`src/rtl/booth_mul_seq_if.sv`:
```
// rtl/booth_mul_seq_if.sv - request/result handshake bundle for the Booth multiplier
interface booth_mul_seq_if #(
    parameter int XLEN = 32
);
    logic                start_i;
    logic [XLEN-1:0]     rs1_i;
    logic [XLEN-1:0]     rs2_i;
    logic [1:0]          mode_i;
    logic                ack_i;
    logic                busy_o;
    logic                valid_o;
    logic [2*XLEN-1:0]   mul_o;
    logic                flag_o;

    modport master (
        output start_i, rs1_i, rs2_i, mode_i, ack_i,
        input  busy_o, valid_o, mul_o, flag_o
    );

    modport slave (
        input  start_i, rs1_i, rs2_i, mode_i, ack_i,
        output busy_o, valid_o, mul_o, flag_o
    );
endinterface

```
`src/rtl/booth_mul_seq.sv`:
```
// rtl/booth_mul_seq.sv - sequential radix-2 Booth multiplier, XLEN+1 steps per product
module booth_mul_seq #(
    parameter int XLEN = 32
) (
    input  logic           clk,
    input  logic           rst_n,
    booth_mul_seq_if.slave bus
);
    localparam int CW = $clog2(XLEN + 2);

    typedef enum logic [1:0] {
        IDLE = 2'd0,
        CALC = 2'd1,
        DONE = 2'd2
    } state_t;

    state_t state_q, state_d;

    logic [XLEN+1:0]   acc;
    logic [XLEN:0]     q;
    logic              q_m1;
    logic [XLEN:0]     mcand;
    logic [CW-1:0]     cnt;
    logic              is_signed;
    logic [2*XLEN-1:0] mul_r;
    logic              flag_r;

    logic              rs1_signed;
    logic              rs2_signed;
    logic [XLEN+1:0]   addend;
    logic [XLEN+1:0]   sum;
    logic [XLEN+1:0]   acc_n;
    logic [XLEN:0]     q_n;
    logic [2*XLEN-1:0] prod_n;
    logic [XLEN:0]     prod_top;
    logic              flag_n;
    logic              last_step;

    // mode 11 decodes exactly like 01; mode 10 keeps rs2 unsigned
    assign rs1_signed = (bus.mode_i != 2'b00);
    assign rs2_signed = bus.mode_i[0];
    assign last_step  = (cnt == CW'(1));

    always_ff @(posedge clk or negedge rst_n) begin
        if (!rst_n) begin
            state_q <= IDLE;
        end else begin
            state_q <= state_d;
        end
    end

    always_comb begin
        state_d = state_q;
        unique case (state_q)
            IDLE: if (bus.start_i) state_d = CALC;
            CALC: if (last_step)   state_d = DONE;
            DONE: if (bus.ack_i)   state_d = IDLE;
            default:               state_d = IDLE;
        endcase
    end

    // Accumulator is XLEN+2 wide so +/- of the extended multiplicand cannot wrap
    always_comb begin
        addend = {mcand[XLEN], mcand};
        unique case ({q[0], q_m1})
            2'b01:   sum = acc + addend;
            2'b10:   sum = acc - addend;
            default: sum = acc;
        endcase
    end

    assign acc_n    = {sum[XLEN+1], sum[XLEN+1:1]};
    assign q_n      = {sum[0], q[XLEN:1]};
    assign prod_n   = {acc_n[XLEN-2:0], q_n};
    assign prod_top = prod_n[2*XLEN-1:XLEN-1];

    always_comb begin
        if (is_signed) begin
            flag_n = !((&prod_top) || !(|prod_top));
        end else begin
            flag_n = |prod_n[2*XLEN-1:XLEN];
        end
    end

    always_ff @(posedge clk or negedge rst_n) begin
        if (!rst_n) begin
            acc       <= '0;
            q         <= '0;
            q_m1      <= 1'b0;
            mcand     <= '0;
            cnt       <= '0;
            is_signed <= 1'b0;
            mul_r     <= '0;
            flag_r    <= 1'b0;
        end else begin
            unique case (state_q)
                IDLE: begin
                    if (bus.start_i) begin
                        mcand     <= {rs1_signed & bus.rs1_i[XLEN-1], bus.rs1_i};
                        q         <= {rs2_signed & bus.rs2_i[XLEN-1], bus.rs2_i};
                        acc       <= '0;
                        q_m1      <= 1'b0;
                        cnt       <= CW'(XLEN + 1);
                        is_signed <= rs1_signed;
                    end
                end
                CALC: begin
                    acc  <= acc_n;
                    q    <= q_n;
                    q_m1 <= q[0];
                    cnt  <= cnt - CW'(1);
                    // Result registers only change on the final step, so they hold between ops
                    if (last_step) begin
                        mul_r  <= prod_n;
                        flag_r <= flag_n;
                    end
                end
                default: ;
            endcase
        end
    end

    assign bus.busy_o  = (state_q != IDLE);
    assign bus.valid_o = (state_q == DONE);
    assign bus.mul_o   = mul_r;
    assign bus.flag_o  = flag_r;
endmodule

```
`src/flat_wrapper.sv`:
```
// flat-port wrapper written by rule: the top's interface ports become plain ports
module booth_mul_seq_flat 
#(
    parameter int XLEN = 32
)
  (clk, rst_n, bus_start_i, bus_rs1_i, bus_rs2_i, bus_mode_i, bus_ack_i, bus_busy_o, bus_valid_o, bus_mul_o, bus_flag_o);
  booth_mul_seq_if #(.XLEN(XLEN)) bus_i ();
  input  logic clk;
  input  logic rst_n;
  input wire logic [$bits(bus_i.start_i)-1:0] bus_start_i;
  input wire logic [$bits(bus_i.rs1_i)-1:0] bus_rs1_i;
  input wire logic [$bits(bus_i.rs2_i)-1:0] bus_rs2_i;
  input wire logic [$bits(bus_i.mode_i)-1:0] bus_mode_i;
  input wire logic [$bits(bus_i.ack_i)-1:0] bus_ack_i;
  output wire logic [$bits(bus_i.busy_o)-1:0] bus_busy_o;
  output wire logic [$bits(bus_i.valid_o)-1:0] bus_valid_o;
  output wire logic [$bits(bus_i.mul_o)-1:0] bus_mul_o;
  output wire logic [$bits(bus_i.flag_o)-1:0] bus_flag_o;
  assign bus_i.start_i = bus_start_i;
  assign bus_i.rs1_i = bus_rs1_i;
  assign bus_i.rs2_i = bus_rs2_i;
  assign bus_i.mode_i = bus_mode_i;
  assign bus_i.ack_i = bus_ack_i;
  assign bus_busy_o = bus_i.busy_o;
  assign bus_valid_o = bus_i.valid_o;
  assign bus_mul_o = bus_i.mul_o;
  assign bus_flag_o = bus_i.flag_o;
  booth_mul_seq #(.XLEN(XLEN)) u_core (.clk(clk), .rst_n(rst_n), .bus(bus_i));
endmodule
```
`config.mk`:
```
export PLATFORM = sky130hd
export DESIGN_NAME = booth_mul_seq_flat
export DESIGN_NICKNAME = d
export VERILOG_FILES = /design/src/rtl/booth_mul_seq_if.sv /design/src/rtl/booth_mul_seq.sv /design/src/flat_wrapper.sv
export SDC_FILE = /design/constraint.sdc
export NUM_CORES = 1
export LEC_CHECK = 0
export BUFFER_PORTS_ARGS = -buffer_cell sky130_fd_sc_hd__buf_2
export CORE_MARGIN = 5
export CORE_UTILIZATION = 40
export CTS_CLUSTER_DIAMETER = 200
export DETAILED_ROUTE_END_ITERATION = 7
export GPL_TIMING_DRIVEN = 0
export PLACE_DENSITY_LB_ADDON = 0.2
export REMOVE_ABC_BUFFERS = 1
export SLEW_MARGIN = 20
export SYNTH_ARGS = -nofsm -noshare
export SYNTH_HDL_FRONTEND = slang
export SYNTH_SLANG_ARGS = --single-unit
```
`constraint.sdc`:
```
create_clock -name clk -period 5.85 [get_ports clk]
set_clock_uncertainty 0.05 [all_clocks]
set_input_delay 1.17 -clock clk [delete_from_list [all_inputs] [get_ports clk]]
set_output_delay 1.17 -clock clk [all_outputs]
set_load 0.02 [all_outputs]
```
Word-level counts from Yosys, hierarchy flattened
Cells that the tools add are included.
{"block": "word_totals", "latchBits": 0, "ff_bits": 175, "mem_bits_rw": 0, "word_cells": 50, "rom_bits": 0, "n_memories": 0}
{"block": "classes", "reduce_logical": 14, "addsub": 3, "multipliers": 0, "n_eq_ne": 8, "div": 0, "n_bitwise": 2, "shifts": 0, "order_cmp": 0, "mux": 14}
{"cell": "one-hot mux 34 bit (2 select lines)", "n": 2}
{"cell": "one-hot mux 33 bit (2 select lines)", "n": 1}
{"cell": "adder 34 bit", "n": 1}
{"cell": "two-way mux 34 bit", "n": 1}
{"cell": "subtractor 34 bit", "n": 1}
{"cell": "two-way mux 33 bit", "n": 1}
{"cell": "AND reduction 33 bit", "n": 1}
{"cell": "OR reduction 33 bit", "n": 1}
{"cell": "OR reduction 32 bit", "n": 1}
{"cell": "one-hot mux 6 bit (2 select lines)", "n": 1}
{"cell": "== test 6 x 1 -> 1 bit (second input constant)", "n": 1}
{"cell": "two-way mux 2 bit", "n": 3}
{"cell": "two-way mux 6 bit", "n": 1}
{"cell": "one-hot mux 2 bit (3 select lines)", "n": 1}
{"cell": "AND reduction 2 bit", "n": 3}
{"cell": "nonzero test 2 bit", "n": 3}
{"cell": "subtractor 6 x 1 -> 6 bit (second input constant)", "n": 1}
{"cell": "== test 2 x 1 -> 1 bit (second input constant)", "n": 2}
{"cell": "== test 2 bit (second input constant)", "n": 2}
{"cell": "!= test 2 bit (second input constant)", "n": 2}
{"cell": "AND reduction 3 bit", "n": 1}
{"cell": "bitwise AND 1 bit", "n": 2}
{"cell": "zero test 1 bit", "n": 2}
{"cell": "zero test 2 bit", "n": 1}
{"cell": "4 further kinds", "n": 5}

Longest topological paths before layout
{"block": "logic_depth", "ltp_word": 7, "mapped_depth": 22, "ltp_nobuf": 21}

Worst setup path after synthesis
OpenSTA, ideal clock, no wires.
{"block": "synth_timing", "kind": "reg2reg", "startpoint": "register u_core.mcand[2]", "endpoint": "register u_core.flag_r (netlist: u_core.bus.flag_o)", "arrival_ns": 4.299, "path_stages_with_launch": 19, "path_buffers": 0, "period_less_slack_ns": 4.475, "path_slack_ns": 1.375, "path_cell_list": "dfrtp_1 > or4_1 > nor3_1 > and4b_1 > and2b_1 > and2_1 > a21oi_1 > xnor2_1 > ha_1 > and3_2 > and2_1 > nor3b_1 > o31a_1 > or2_2 > xor2_1 > mux2i_1 > or4_1 > nor4b_2 > nor3_1"}
{"block": "synth_between", "elab_chain_len": 7, "word_cells_on_any_way": 10, "classes_between": "2 x add/sub; 2 x mux; 6 x reduce/logical"}
{"element": "start, declared", "line": "booth_mul_seq.sv:22", "source": "logic [XLEN:0] mcand;"}
{"element": "start signal, assigned", "line": "booth_mul_seq.sv:99", "source": "mcand <= {rs1_signed & bus.rs1_i[XLEN-1], bus.rs1_i};"}
{"element": "subtractor 34 bit or adder 34 bit (tied branches)", "line": "booth_mul_seq.sv:67, booth_mul_seq.sv:66"}
{"element": "one-hot mux 34 bit (2 select lines) *", "line": "booth_mul_seq.sv:65", "source": "unique case ({q[0], q_m1})"}
{"element": "OR reduction 33 bit", "line": "booth_mul_seq.sv:79", "source": "flag_n = !((&prod_top) || !(|prod_top));"}
{"element": "zero test 1 bit", "line": "booth_mul_seq.sv:79"}
{"element": "logical OR 1 bit", "line": "booth_mul_seq.sv:79"}
{"element": "zero test 1 bit", "line": "booth_mul_seq.sv:79"}
{"element": "two-way mux 1 bit *", "line": "booth_mul_seq.sv:78", "source": "if (is_signed) begin"}
{"element": "end signal, assigned", "line": "booth_mul_seq.sv:115", "source": "flag_r <= flag_n;"}
{"element": "end, declared", "line": "booth_mul_seq.sv:26", "source": "logic flag_r;"}
Mark *: on every way between the ends. The rest lies on a longest branch, timed or not.
A chain may end at the register's enable or synchronous reset.

Worst setup path in the final report
Ends and elaborated chain as after synthesis.

==> key figures <==
Route
  – Post-route ant nets: 0
  – Initial drt markers: 532
  – DRT Pass-1 Iters: 5
  – Via count: 8867
  – Routed WL per cell: 18.2 microns
  – # DRC: 0
  – Vias/cell: 5.57
  – Routed wire length: 29000 microns

GRT
  – First-pass GRT wire length: 47300 microns
  – Vias in the first global route: 8694
  – Global Route Usage Sum: 20.2%
  – Maximum number of pins on one net before global-route repair: 69
  – Grt total ovfl: 0
  – Initial antenna violation count: 6

Timing
  – Pin slew with the least headroom to its limit: 0.914 ns
  – Slew Viols, Final: 0
  – Max Fclk: 0.183 GHz
  – Final worst-path cycle share: 93.2%
  – Slew margin rel.: 38.1%
  – Hold Vio Cnt, Final: 0
  – Final min period: 5.45 ns
  – Final setup viols: 0
  – RSZ-0062 raised after global routing: no

Synth
  – Asr flop ratio synth: 100%
  – Synth Instances: 1150
  – Mapped Avg Cell Area: 8.95 sq um
  – Cell Area, Synth: 0.0103 sq mm
  – FF+latch count, synth: 174
  – Post-synth EDFFs: 0
  – Synth warn: 0
  – Synth unique cells: 89
  – Post-synthesis sequential area ratio: 42.3%
  – Most common flop cell mapped by yosys: dfrtp_1

Worst setup path
  – Crit. End Element: register
  – CP Class: reg -> reg
  – Type of origin of the critical path: register
  – Worst EP arrival: 5.71 ns
  – Crit path from: u_core.mcand[2]
  – Critical R2R Launch: u_core.mcand[2]
  – CP Max Fanout: 12
  – CP required: 6.11 ns

Die
  – Die Y: 170 microns
  – Core ar.: 0.0253 sq mm
  – Die W: 170 microns
  – IO Pins: 137
  – Initial Util: 40.7%
  – Std-Cell Rows: 58
  – Full die area: 0.0290 sq mm

Flow run
  – MaxCap Viol Count: 0

Final layout
  – Multi-input gate area: 0.00556 sq mm
  – Util after Layout: 47.0%
  – Layout fillers: 2514
  – Register area: 0.00435 sq mm
  – Area Overhead vs Synth: 15.4%
  – Layout cell share with drive strength beyond 1: 19.8%
  – Commonest cells after routing, fill and taps aside: nand2_1 (228), dfrtp_1 (174), buf_2 (135), o21ai_0 (104), nor2_1 (56)
  – Commonest non-fill, non-tap cell in the layout: nand2_1
  – Nets: 1355

Clocking
  – Num CTS Buffers: 17
  – Clk sink count: 174
  – Clk slew on worst S/H paths: 0.07 ns
  – H-tree Lvls: 4
  – Bufs on Longest Clock Path: 2
  – CTS root buffer: clkbuf_16
  – Clk_lat worst skew: 0.43 ns
  – CTS tree: done

Place
  – Port Buf Inserts: 136
  – Post-DP HPWL: 21000 microns
  – Final Wtd Congestion: 0.922

Worst hold path
  – Hold Crit Start: u_core.bus.mul_o[42]
  – Hold crit path type: reg -> reg

Status
  – Outcome: finished clean
## worst max-delay path, stage by stage (launching register included)
cell and delay, ns:
dfrtp_1 0.43, or4_1 0.58, nor3_2 0.27, and4b_1 0.30, and2b_1 0.23, and2_1 0.27, a21oi_1 0.11, xnor2_1 0.18
ha_1 0.51, and3_2 0.30, and2_1 0.19, nor3b_1 0.20, o31a_1 0.24, or2_2 0.14, xor2_1 0.13, mux2i_1 0.16
or4_1 0.60, nor4b_2 0.32, nor3_1 0.08
## cell type report
cell class / count / area share, %
antenna: 2 / 0.0422
clock buffer: 18 / 3.70
clock inverter: 14 / 1.24
inverter: 26 / 0.822
multi-input combinational: 885 / 46.8
sequential: 174 / 36.7
tap: 330 / 3.48
timing repair buffer: 143 / 7.19
## state kept, by name, indices dropped and copies added (netlist names)
name / count
u_core.is_signed: 1
u_core.state_q: 2
u_core.q: 33
u_core.q_m1: 1
u_core.bus.flag_o: 1
u_core.bus.mul_o: 64
u_core.cnt: 6
u_core.mcand: 33
u_core.acc: 33
## per-stage QoR
| step | cell area (sq um) | setup slack [ns] | hold slack [ns] | setup TNS (ns) | cells |
|---|---|---|---|---|---|
| 6_report | 11900 | 0.398 | 0.422 | 0 | 1592 |
| 5_1_grt | 11900 | 0.0385 | 0.442 | 0 | 1591 |
| 4_1_cts | 11900 | 0.211 | 0.429 | 0 | 1590 |
| 3_5_place_dp | 11300 | 0.248 | 0.415 | 0 | 1558 |
| 3_3_place_gp | 11000 | -2.87 | 0.408 | -110.27 | 1551 |
| 2_1_floorplan | 9950 | 0.456 | 0.397 | 0 | 1085 |
## logic make-up after synthesis
group / share of synthesized area [%]
and+or+nand+nor: 20.5
AOI/OAI and AO/OA: 19.5
DFF: 42.3
buffers and inverters: 4.23
muxes: 5.01
xor gates and xnor gates: 3.75
adders and majority gates: 4.69
## worst paths after layout
kind | endpoint | cells after the start | slack [ns]
worst max-delay path | u_core.bus.flag_o | 18 | 0.40
worst min-delay path | u_core.bus.mul_o[42] | 2 | 0.42
worst max register to register | u_core.bus.flag_o | 18 | 0.40
worst min register to register | u_core.bus.mul_o[42] | 2 | 0.42
max in group asynchronous | u_core.mcand[24] | 3 | 4.14
min in group asynchronous | u_core.bus.mul_o[21] | 1 | 0.57
## per-layer routing
| layer | vias up | global-route usage (%) | routed length [microns] |
|---|---|---|---|
| li1 | 4335 | - | - |
| met1 | 4273 | 28.8 | 13400 |
| met2 | 211 | 31.1 | 13200 |
| met3 | 38 | 5.06 | 1900 |
| met4 | 10 | 4.72 | 402 |
| met5 | - | 0 | 65 |
## repair_timing
item                       in CTS  in global routing
setup buffers                   0                  0
setup endpoints to repair       0                  1
resized for setup               0                  2
hold buffers                    0                  0
## Yosys cell counts, types with 26 or more instances
master	instances	area share, %
nand3_1	44	2.1
xnor2_1	38	3.2
inv_1	26	0.95
dfrtp_1	174	42
mux2_2	36	3.9
clkbuf_1	43	1.6
nor2_1	57	2.1
nand2_1	230	8.4
a21oi_1	53	2.6
o21ai_0	104	5.1
a22oi_1	32	2.3
ha_1	37	4.5
nor3_1	28	1.4
Power is left out: the tool's default activity adds up to more than one toggle a clock period on the data nets, which glitch-free logic cannot reach.
